--- src/rtl/match_referee.sv ---
// match_referee
// -------------
// Round and match referee for the tug-of-war game.  It watches the playfield
// LED vector and the two players' press pulses, awards a point when a player
// presses alone while the end LED on that player's side is lit, keeps both
// scores, drives the two score displays, and enforces a freeze gap between
// rounds.  When a player reaches WIN_SCORE the match ends and the result is
// held until a restart pulse arrives.
//
// Parameters
//   NUM_LEDS   playfield width (>= 2); field[NUM_LEDS-1] is the leftmost LED
//   WIN_SCORE  points needed to win (1..9)
//   SCORE_W    score register width, 2**SCORE_W > WIN_SCORE
//   ROUND_GAP  cycles round_reset is held after a non-final point (>= 1)
//
// Ports
//   Clock        in   rising-edge clock
//   Reset        in   synchronous active-high reset
//   field        in   playfield LED state
//   L, R         in   one-cycle press pulses, left and right player
//   restart      in   one-cycle pulse, starts a new match from DONE only
//   left_point   out  one-cycle pulse after a left point
//   right_point  out  one-cycle pulse after a right point
//   round_reset  out  level, asks the playfield to re-centre and freeze
//   left_score   out  left score, binary
//   right_score  out  right score, binary
//   HEX5         out  active-low 7-segment image of left_score (g..a)
//   HEX0         out  active-low 7-segment image of right_score (g..a)
//   match_over   out  high while the match is finished
//   winner       out  2'b10 left won, 2'b01 right won, 2'b00 undecided

module match_referee #(
  parameter int NUM_LEDS  = 9,
  parameter int WIN_SCORE = 7,
  parameter int SCORE_W   = 4,
  parameter int ROUND_GAP = 4
) (
  input  logic                Clock,
  input  logic                Reset,
  input  logic [NUM_LEDS-1:0] field,
  input  logic                L,
  input  logic                R,
  input  logic                restart,
  output logic                left_point,
  output logic                right_point,
  output logic                round_reset,
  output logic [SCORE_W-1:0]  left_score,
  output logic [SCORE_W-1:0]  right_score,
  output logic [6:0]          HEX5,
  output logic [6:0]          HEX0,
  output logic                match_over,
  output logic [1:0]          winner
);

  // The gap counter holds "cycles still to go after this one", so it only
  // ever needs to represent ROUND_GAP-1.
  localparam int GAP_W = (ROUND_GAP > 1) ? $clog2(ROUND_GAP) : 1;
  localparam logic [GAP_W-1:0]   GAP_LOAD   = GAP_W'(ROUND_GAP - 1);
  localparam logic [SCORE_W-1:0] MATCH_BALL = SCORE_W'(WIN_SCORE - 1);

  typedef enum logic [1:0] {
    ST_PLAY,
    ST_GAP,
    ST_DONE
  } state_t;

  state_t             state_q, state_d;
  logic [SCORE_W-1:0] left_score_q, left_score_d;
  logic [SCORE_W-1:0] right_score_q, right_score_d;
  logic [GAP_W-1:0]   gap_cnt_q, gap_cnt_d;
  logic               left_point_q, left_point_d;
  logic               right_point_q, right_point_d;
  logic               round_reset_q, round_reset_d;
  logic               match_over_q, match_over_d;
  logic [1:0]         winner_q, winner_d;

  logic left_end;
  logic right_end;
  logic left_hit;
  logic right_hit;

  // Only the two end LEDs matter to the referee; the interior of the field
  // is folded into a deliberately unused net.
  logic field_unused;
  assign field_unused = ^field;

  assign left_end  = field[NUM_LEDS-1];
  assign right_end = field[0];

  // A point needs a lone press on the side whose end LED is lit.  Both
  // players pressing together, or both end LEDs lit at once, never scores.
  assign left_hit  = left_end  & L & ~R & ~right_end;
  assign right_hit = right_end & R & ~L & ~left_end;

  // Next-state logic.  Registers hold by default and the point pulses fall
  // back to zero, so every branch below only names what changes.
  always_comb begin
    state_d       = state_q;
    left_score_d  = left_score_q;
    right_score_d = right_score_q;
    gap_cnt_d     = gap_cnt_q;
    left_point_d  = 1'b0;
    right_point_d = 1'b0;
    round_reset_d = round_reset_q;
    match_over_d  = match_over_q;
    winner_d      = winner_q;

    case (state_q)
      ST_PLAY: begin
        if (left_hit) begin
          left_score_d  = left_score_q + 1'b1;
          left_point_d  = 1'b1;
          round_reset_d = 1'b1;
          if (left_score_q == MATCH_BALL) begin
            state_d      = ST_DONE;
            match_over_d = 1'b1;
            winner_d     = 2'b10;
          end else begin
            state_d   = ST_GAP;
            gap_cnt_d = GAP_LOAD;
          end
        end else if (right_hit) begin
          right_score_d = right_score_q + 1'b1;
          right_point_d = 1'b1;
          round_reset_d = 1'b1;
          if (right_score_q == MATCH_BALL) begin
            state_d      = ST_DONE;
            match_over_d = 1'b1;
            winner_d     = 2'b01;
          end else begin
            state_d   = ST_GAP;
            gap_cnt_d = GAP_LOAD;
          end
        end
      end

      // round_reset was raised on the edge that entered the gap; it is
      // dropped on the edge where the counter has run out, which is the
      // same edge that hands control back to PLAY.
      ST_GAP: begin
        if (gap_cnt_q == '0) begin
          state_d       = ST_PLAY;
          round_reset_d = 1'b0;
        end else begin
          gap_cnt_d = gap_cnt_q - 1'b1;
        end
      end

      // The finished match is frozen.  A restart clears the result and goes
      // through a normal gap so the playfield gets its re-centre time.
      ST_DONE: begin
        if (restart) begin
          state_d       = ST_GAP;
          gap_cnt_d     = GAP_LOAD;
          left_score_d  = '0;
          right_score_d = '0;
          winner_d      = 2'b00;
          match_over_d  = 1'b0;
          round_reset_d = 1'b1;
        end
      end

      default: begin
        state_d = ST_PLAY;
      end
    endcase
  end

  // State register with synchronous reset that overrides everything,
  // abandoning any gap or finished match in progress.
  always_ff @(posedge Clock) begin
    if (Reset) begin
      state_q       <= ST_PLAY;
      left_score_q  <= '0;
      right_score_q <= '0;
      gap_cnt_q     <= '0;
      left_point_q  <= 1'b0;
      right_point_q <= 1'b0;
      round_reset_q <= 1'b0;
      match_over_q  <= 1'b0;
      winner_q      <= 2'b00;
    end else begin
      state_q       <= state_d;
      left_score_q  <= left_score_d;
      right_score_q <= right_score_d;
      gap_cnt_q     <= gap_cnt_d;
      left_point_q  <= left_point_d;
      right_point_q <= right_point_d;
      round_reset_q <= round_reset_d;
      match_over_q  <= match_over_d;
      winner_q      <= winner_d;
    end
  end

  // Active-low segment patterns, bit order g..a.  Scores above 9 cannot
  // occur, so anything else blanks the digit.
  function automatic logic [6:0] seg7(input logic [SCORE_W-1:0] value);
    int unsigned idx;
    idx = 32'(value);
    case (idx)
      32'd0:   seg7 = 7'b1000000;
      32'd1:   seg7 = 7'b1111001;
      32'd2:   seg7 = 7'b0100100;
      32'd3:   seg7 = 7'b0110000;
      32'd4:   seg7 = 7'b0011001;
      32'd5:   seg7 = 7'b0010010;
      32'd6:   seg7 = 7'b0000010;
      32'd7:   seg7 = 7'b1111000;
      32'd8:   seg7 = 7'b0000000;
      32'd9:   seg7 = 7'b0010000;
      default: seg7 = 7'b1111111;
    endcase
  endfunction

  assign left_point  = left_point_q;
  assign right_point = right_point_q;
  assign round_reset = round_reset_q;
  assign left_score  = left_score_q;
  assign right_score = right_score_q;
  assign match_over  = match_over_q;
  assign winner      = winner_q;
  assign HEX5        = seg7(left_score_q);
  assign HEX0        = seg7(right_score_q);

endmodule

--- config.mk ---
export PLATFORM = sky130hd
export DESIGN_NAME = match_referee
export DESIGN_NICKNAME = d
export VERILOG_FILES = /design/src/rtl/match_referee.sv
export SDC_FILE = /design/constraint.sdc
export NUM_CORES = 1
export LEC_CHECK = 0
export BUFFER_PORTS_ARGS = -buffer_cell sky130_fd_sc_hd__buf_2
export CELL_PAD_IN_SITES_DETAIL_PLACEMENT = 2
export CELL_PAD_IN_SITES_GLOBAL_PLACEMENT = 2
export CORE_MARGIN = 2
export CORE_UTILIZATION = 33
export CTS_CLUSTER_DIAMETER = 80
export DETAILED_ROUTE_END_ITERATION = 16
export GPL_ROUTABILITY_DRIVEN = 0
export GPL_TIMING_DRIVEN = 0
export PLACE_DENSITY_LB_ADDON = 0.1
export SYNTH_ARGS = -nofsm -noshare
export SYNTH_HDL_FRONTEND = slang
export SYNTH_SLANG_ARGS = --single-unit
export TNS_END_PERCENT = 5
--- constraint.sdc ---
create_clock -name Clock -period 4.57 [get_ports Clock]
set_clock_uncertainty 0.2 [all_clocks]
set_input_delay 0 -clock Clock [delete_from_list [all_inputs] [get_ports Clock]]
set_output_delay 0 -clock Clock [all_outputs]
set_load 0.1 [all_outputs]
### Word-level counts from Yosys, hierarchy flattened

Memory sizes are Yosys's and may differ from the RTL's. A register that Yosys moved wholly into a read port is not among the register bits.
Cells that the tools add are included.

* reduce and logical (&&, ||, !) cells: 12
* bitwise logic cells: 11
* equality and inequality tests: 15
* $add $sub $neg: 3
* multiplexer cells: 43

Operators by type and width (count)
* 2-bit two-way mux: 17
* 4-bit two-way mux: 8
* 4-bit one-hot mux with 2 select lines: 2
* 3-bit != test (second input constant): 5
* 2-bit != test (second input constant): 6
* 2-bit one-hot mux with 3 select lines: 2
* 1-bit two-way mux: 11
* 4-bit by 1-bit adder with 4-bit output (second input constant): 2
* 4-bit by 3-bit equality test with 1-bit output (second input constant): 2
* 4-bit AND reduction: 2
* 1-bit AND: 6
* 3-bit AND reduction: 2
* 6-bit AND reduction: 1
* 1-bit inverter: 5
* 5-bit AND reduction: 1
* 2-bit logical NOT: 2
* 2-bit one-hot mux with 2 select lines: 1
* 1-bit one-hot mux with 3 select lines: 1
* 3-bit nonzero test: 1
* 3-bit OR reduction: 1
* 2-bit by 1-bit equality test with 1-bit output (second input constant): 1
* 2-bit equality test (second input constant): 1
* 1-bit one-hot mux with 2 select lines: 1
* 2-bit nonzero test: 1
* other kinds (2): 2

* input port bits: 14
* memory bits (read-only): 224
* output and inout port bits: 28
* bits in registers: 18
* word-level logic and storage cells: 95
* memories kept: 2

Memories
* (name not given): depth 16, bits a word 7, read ports 1, clocked after Yosys merged registers in 1, write ports 0, line 200 `case (idx)`
* (name not given): depth 16, bits a word 7, read ports 1, clocked after Yosys merged registers in 1, write ports 0, line 200

### Depth between registers and ports, before layout

* depth after elaboration: 8
* mapped depth: 12
* gate-level depth less buffers: 11

### Least setup slack after synthesis

No wires, ideal clock.

* kind: register to register
* start point: register left_score_q[0] (netlist: left_score[0])
* end point: register HEX5[4] (netlist name)
* path slack: 0.874 ns
* clock period less this slack: 3.696 ns
* buffers on the path: 0
* arrival time: 3.380 ns
* data required time: 4.254 ns
* cell stages (with the launch flop): 11
* setup time: 0.116 ns
* path through: dfxtp_1 > inv_1 > ha_1 > or4_1 > a21oi_1 > ha_1 > inv_1 > o221ai_1 > o41ai_1 > a221o_1 > a31o_2

* cells in the longest elaborated chain, start to end: 5

RTL lines
* from (decl): line 68 `logic [SCORE_W-1:0] left_score_q, left_score_d;`
* from (signal assigned): line 184 `left_score_q <= left_score_d;`
* 4-bit by 1-bit adder with 4-bit output: line 111 `left_score_d = left_score_q + 1'b1;`
* 4-bit two-way mux: line 110 `if (left_hit) begin`
* 4-bit one-hot mux with 2 select lines: line 108 `case (state_q)`
* 4-bit two-way mux (no line) * (2 in series)

Every way passes the cells marked *; elsewhere a longest branch is shown, timed or not. The select of a mux whose other input is x is not followed.
A chain may end at the register's enable or synchronous reset.

### Worst setup path after layout

* start point: register left_score_q[0] (netlist: left_score[0])
* end point: register HEX5[4] (netlist name)

* cells in the longest elaborated chain, start to end: 5

RTL lines (line)
* 4-bit by 1-bit adder with 4-bit output: 111
* 4-bit two-way mux: 110
* 4-bit one-hot mux with 2 select lines: 108
* 4-bit two-way mux (no line) * (2 in series)

Marked as above.

==> results summary <==
The final critical-path share of the clock period came out at a little under three quarters. The total setup buffers inserted after CTS is 0. The I/O pin total came out at 42. The mean area per synthesized cell came out at ~9 sq um. The number of endpoints with negative hold slack in the final report is 0.

The number of max-capacitance violations reported came out at 0. In this run the critical register-to-register path is captured at HEX5[4]$_DFF_P_. The clock slew seen by the registers of the worst setup and hold paths came out at ~0.070 ns.

STA classifies the critical path endpoint as a flop. After clock tree synthesis, the flow added hold-fix buffers numbering 2. The worst setup path is of the reg2reg kind.

The power dissipated by switching net loads is around 0.00021 W. The number of placement rows is 25. The relative max-transition margin is roughly 50%.

The maximum vdd ir drop came out at between 150 and 200 uV. In the global route stage, met2 resource usage came out at between 20% and 30%. The total routed wirelength came out at 4.448 mm. After synthesis, the cell types taking the most area are dfxtp_1 39%, ha_1 11%, a21oi_1 5.1%. The net total in the final layout came out at ~250.

The number of buffers between clock root and the deepest sink is 2. The post-synthesis instance area is 0.001662 sq mm. The switching portion of total power is a little under a third. The largest stage delay on the critical path came out at 0.51 ns. The overall power after layout came out at around 0.00069 W. The die boundary height is around 75 um. The half-perimeter wire length of the detailed placement result came out at between 3 and 4 mm. Derived from the worst setup path, the maximum achievable clock frequency is between 300 and 400 MHz. The number of instances in the synthesized netlist is 180.

In this run the power density over the cells is between 300 and 400 mW/mm^2. TritonCTS built the clock tree. Summed over all instances, the cell type with the most area after synthesis is dfxtp_1. Setup violations remaining at the end of the flow were counted as 0. The startpoint identified for the worst hold timing path is R. The via density per instance is around 5.1. The total die area came out at 0.005619 sq mm. The count of inserted antenna diode cells came out at 0.

The average routed wire per standard cell is approximately 15 um. The met1 track utilization from global routing is between 20% and 30%. Per report_power, the clock group accounts for 38.4% of the total. The number of clock buffers inserted by TritonCTS is 5. After global routing the overflow that remains totals 0.

The placeable core region is between 0.004 and 0.005 sq mm. The slowest stage of the critical path is the dfxtp_1 cell. For the pin with the worst max-slew slack, the measured transition is 0.7521 ns. The number of detailed-routing iterations run before antenna repair is 4.

The number of global-route vias before repair came out at about 1500. For hold timing, the worst endpoint is winner[0]$_SDFFE_PP0P_. Global routing consumed, over all layers together, between 10% and 20% of the routing resources.

The synthesized flop and latch total is 32. The starting DRC count in detailed routing came out at 31. After routing, the total negative slack on setup checks comes to 0 ns. The clock sink total is 32. The cell chosen for the clock root is clkbuf_8.

Of all flip-flops after synthesis, the portion carrying an async set or reset was 0%. The reg-to-reg setup timing slack is 1.32 ns. The flow ran to the end, and the final reports show no timing, DRC or antenna violations. The first-pass GRT wire length is about 7.5 mm. The synthesis-to-finish area growth is 22.67%. The number of inserted filler cells in the final layout came out at approximately 550. The synthesized design contains 0 enable-type register cells. Setup repair after global routing left no endpoint under its margin. The reported leakage power is 0.9425 nW.

The count of input and output buffers came out at 33. From left edge to right edge, the die measures 74.96 um. The initial antenna violation count is 0. The share of the yosys chip area belonging to registers is a little under 40%. The critical path goes through inv_1, ha_1, or4_1, a21oi_1, ha_1, inv_1, o221ai_1, o41ai_1, a221o_1, a31o_2. The commonest cells after synthesis are 32 x dfxtp_1, 17 x a21oi_1, 16 x inv_1, 15 x ha_1, 11 x nor2_1. The fraction of power consumed by sequential logic is 42.8%. The power share of the combinational group is 18.8%. The top cell type's share of synthesized area is 38.55%.

The internal power summed over all cells is 0.0004818 W. The antenna violation net count after detailed routing is 0. The H-tree depth reported by CTS came out at 2.

The gate family responsible for the most delay along the worst path is compound AO/OA/AOI/OAI gates. The largest net degree at the start of global routing came out at 11. The startpoint of the most critical register-to-register path is left_score[0]$_SDFFE_PP0N_.

The worst setup path is launched from a flop. Counting instances, the worst hold path has a depth of 4. The number of warnings printed during yosys synthesis came out at 0.

The share of final-layout standard cells stronger than drive strength 1 came out at between 20% and 30%. The path class of the tightest hold or removal check is in2reg. The latest clock arrival within the worst-skew pair is roughly 0.29 ns. The starting utilization of the core area came out at 34.72%. The final critical path time including I/O delays and setup came out at 3.253 ns. The count of different cell masters after synthesis came out at 48. Yosys instantiated no cell more often than dfxtp_1. The number of vias in the routed layout is 1490. The worst path buffer plus inverter count came out at 2. The number of max-slew violations in the final report is 0.

The met3 usage came out at under 10%. The most used flip-flop cell after synthesis is dfxtp_1. The worst-path maximum fanout came out at 9. The data arrival time of the critical path came out at about 3.2 ns. The most crowded layer after global routing is met2.

The post-cts gate resize count came out at 0. The post-synthesis net count is 209. At the worst endpoint, the required time is 4.55 ns.

The DRC violations left is 0. The depth of the worst register-to-register path came out at 10.
cells in the final DEF (no fill, tap or decap), types with 3 or more instances in the layout:
cell type   n
clkbuf_1    7
dfxtp_1    32
nand3b_1    5
nor2_1     11
mux2i_1     7
o211ai_1    3
nand3_1     3
a21oi_1    17
buf_2      34
inv_1      16
clkbuf_8    5
a2bb2oi_1   6
nand2b_1    5
nand2_1     7
ha_1       15
o21ai_0     4
registers in the layout (all words and copies together), names as in the netlist:
signal,flops
HEX0,7
HEX5,7
left_score,4
right_score,4
gap_cnt_q,2
state_q,2
winner,2
left_point,1
match_over,1
right_point,1
round_reset,1
cells by family (layout without fill, tap and decap cells):
family | after synthesis | in the layout | share of synthesized area, %
AOI/OAI and AO/OA | 51 | 51 | 21.01
xor gates and xnor gates | 2 | 2 | 1.054
adders and majority gates | 15 | 15 | 11.30
buffers and inverters | 25 | 68 | 6.174
DFF | 32 | 32 | 38.55
muxes | 8 | 8 | 4.895
and+or+nand+nor | 47 | 47 | 17.02
layout make-up:
| type | count | area [sq um] | share of cell area, % |
|---|---|---|---|
| clock buffer | 6 | 72.57 | 3.560 |
| timing repair buffer | 35 | 185.2 | 9.085 |
| inverter | 17 | 63.81 | 3.131 |
| sequential | 32 | 640.6 | 31.43 |
| buffer | 8 | 38.79 | 1.903 |
| clock inverter | 2 | 35.03 | 1.719 |
| multi-input combinational | 123 | 918.4 | 45.06 |
| tap | 67 | 83.83 | 4.113 |
layer usage:
layer	up-vias	share of wire, %
met3	5	3.8
met1	729	45
met5	-	0
li1	729	-
met4	0	1.2
met2	27	50
worst max path at each step:
| stage | start | endpoint | slack (ns) | cells after the start |
|---|---|---|---|---|
| after global routing | left_score[0]$_SDFFE_PP0N_ | HEX5[4]$_DFF_P_ | 1.13 | 10 |
| after global placement | left_score[0]$_SDFFE_PP0N_ | HEX5[4]$_DFF_P_ | 1.40 | 10 |
| after CTS | left_score[0]$_SDFFE_PP0N_ | HEX5[4]$_DFF_P_ | 1.28 | 10 |
| final | left_score[0]$_SDFFE_PP0N_ | HEX5[4]$_DFF_P_ | 1.32 | 10 |
| after detailed placement | left_score[0]$_SDFFE_PP0N_ | HEX5[4]$_DFF_P_ | 1.31 | 10 |
| after floorplan | left_score[0]$_SDFFE_PP0N_ | HEX5[4]$_DFF_P_ | 0.87 | 10 |
per-stage QoR:
| stage | worst slack [ns] | hold slack [ns] | area, sq um | utilization [%] | std cells |
|---|---|---|---|---|---|
| after floorplan | 0.8739 | -0.01194 | 1662 | - | 180 |
| after global placement | 1.404 | 0.1035 | 1911 | 39.92 | 280 |
| final | 1.317 | 0.1466 | 2038 | 42.59 | 290 |
| after global routing | 1.126 | 0.1987 | 2038 | 42.59 | 290 |
| after CTS | 1.280 | 0.1321 | 2038 | 42.59 | 290 |
| after detailed placement | 1.307 | 0.1277 | 1911 | 39.92 | 280 |
tightest hold or removal path: stages:
cell and delay (ns):
buf_2 0.10, and4bb_1 0.26, a2bb2oi_1 0.16, nor2_1 0.07
power by group through the flow:
stage               Combinational, W  Sequential [W]  Clock [W]
finish                      0.000131        0.000297   0.000267
global route                0.000139        0.000299   0.000287
CTS                         0.000132        0.000297   0.000277
detailed placement          0.000131        0.000304          0
global placement            0.000127        0.000303          0
floorplan                  0.0000382        0.000370          0
Note: power is estimated with default switching activity, not from simulation.
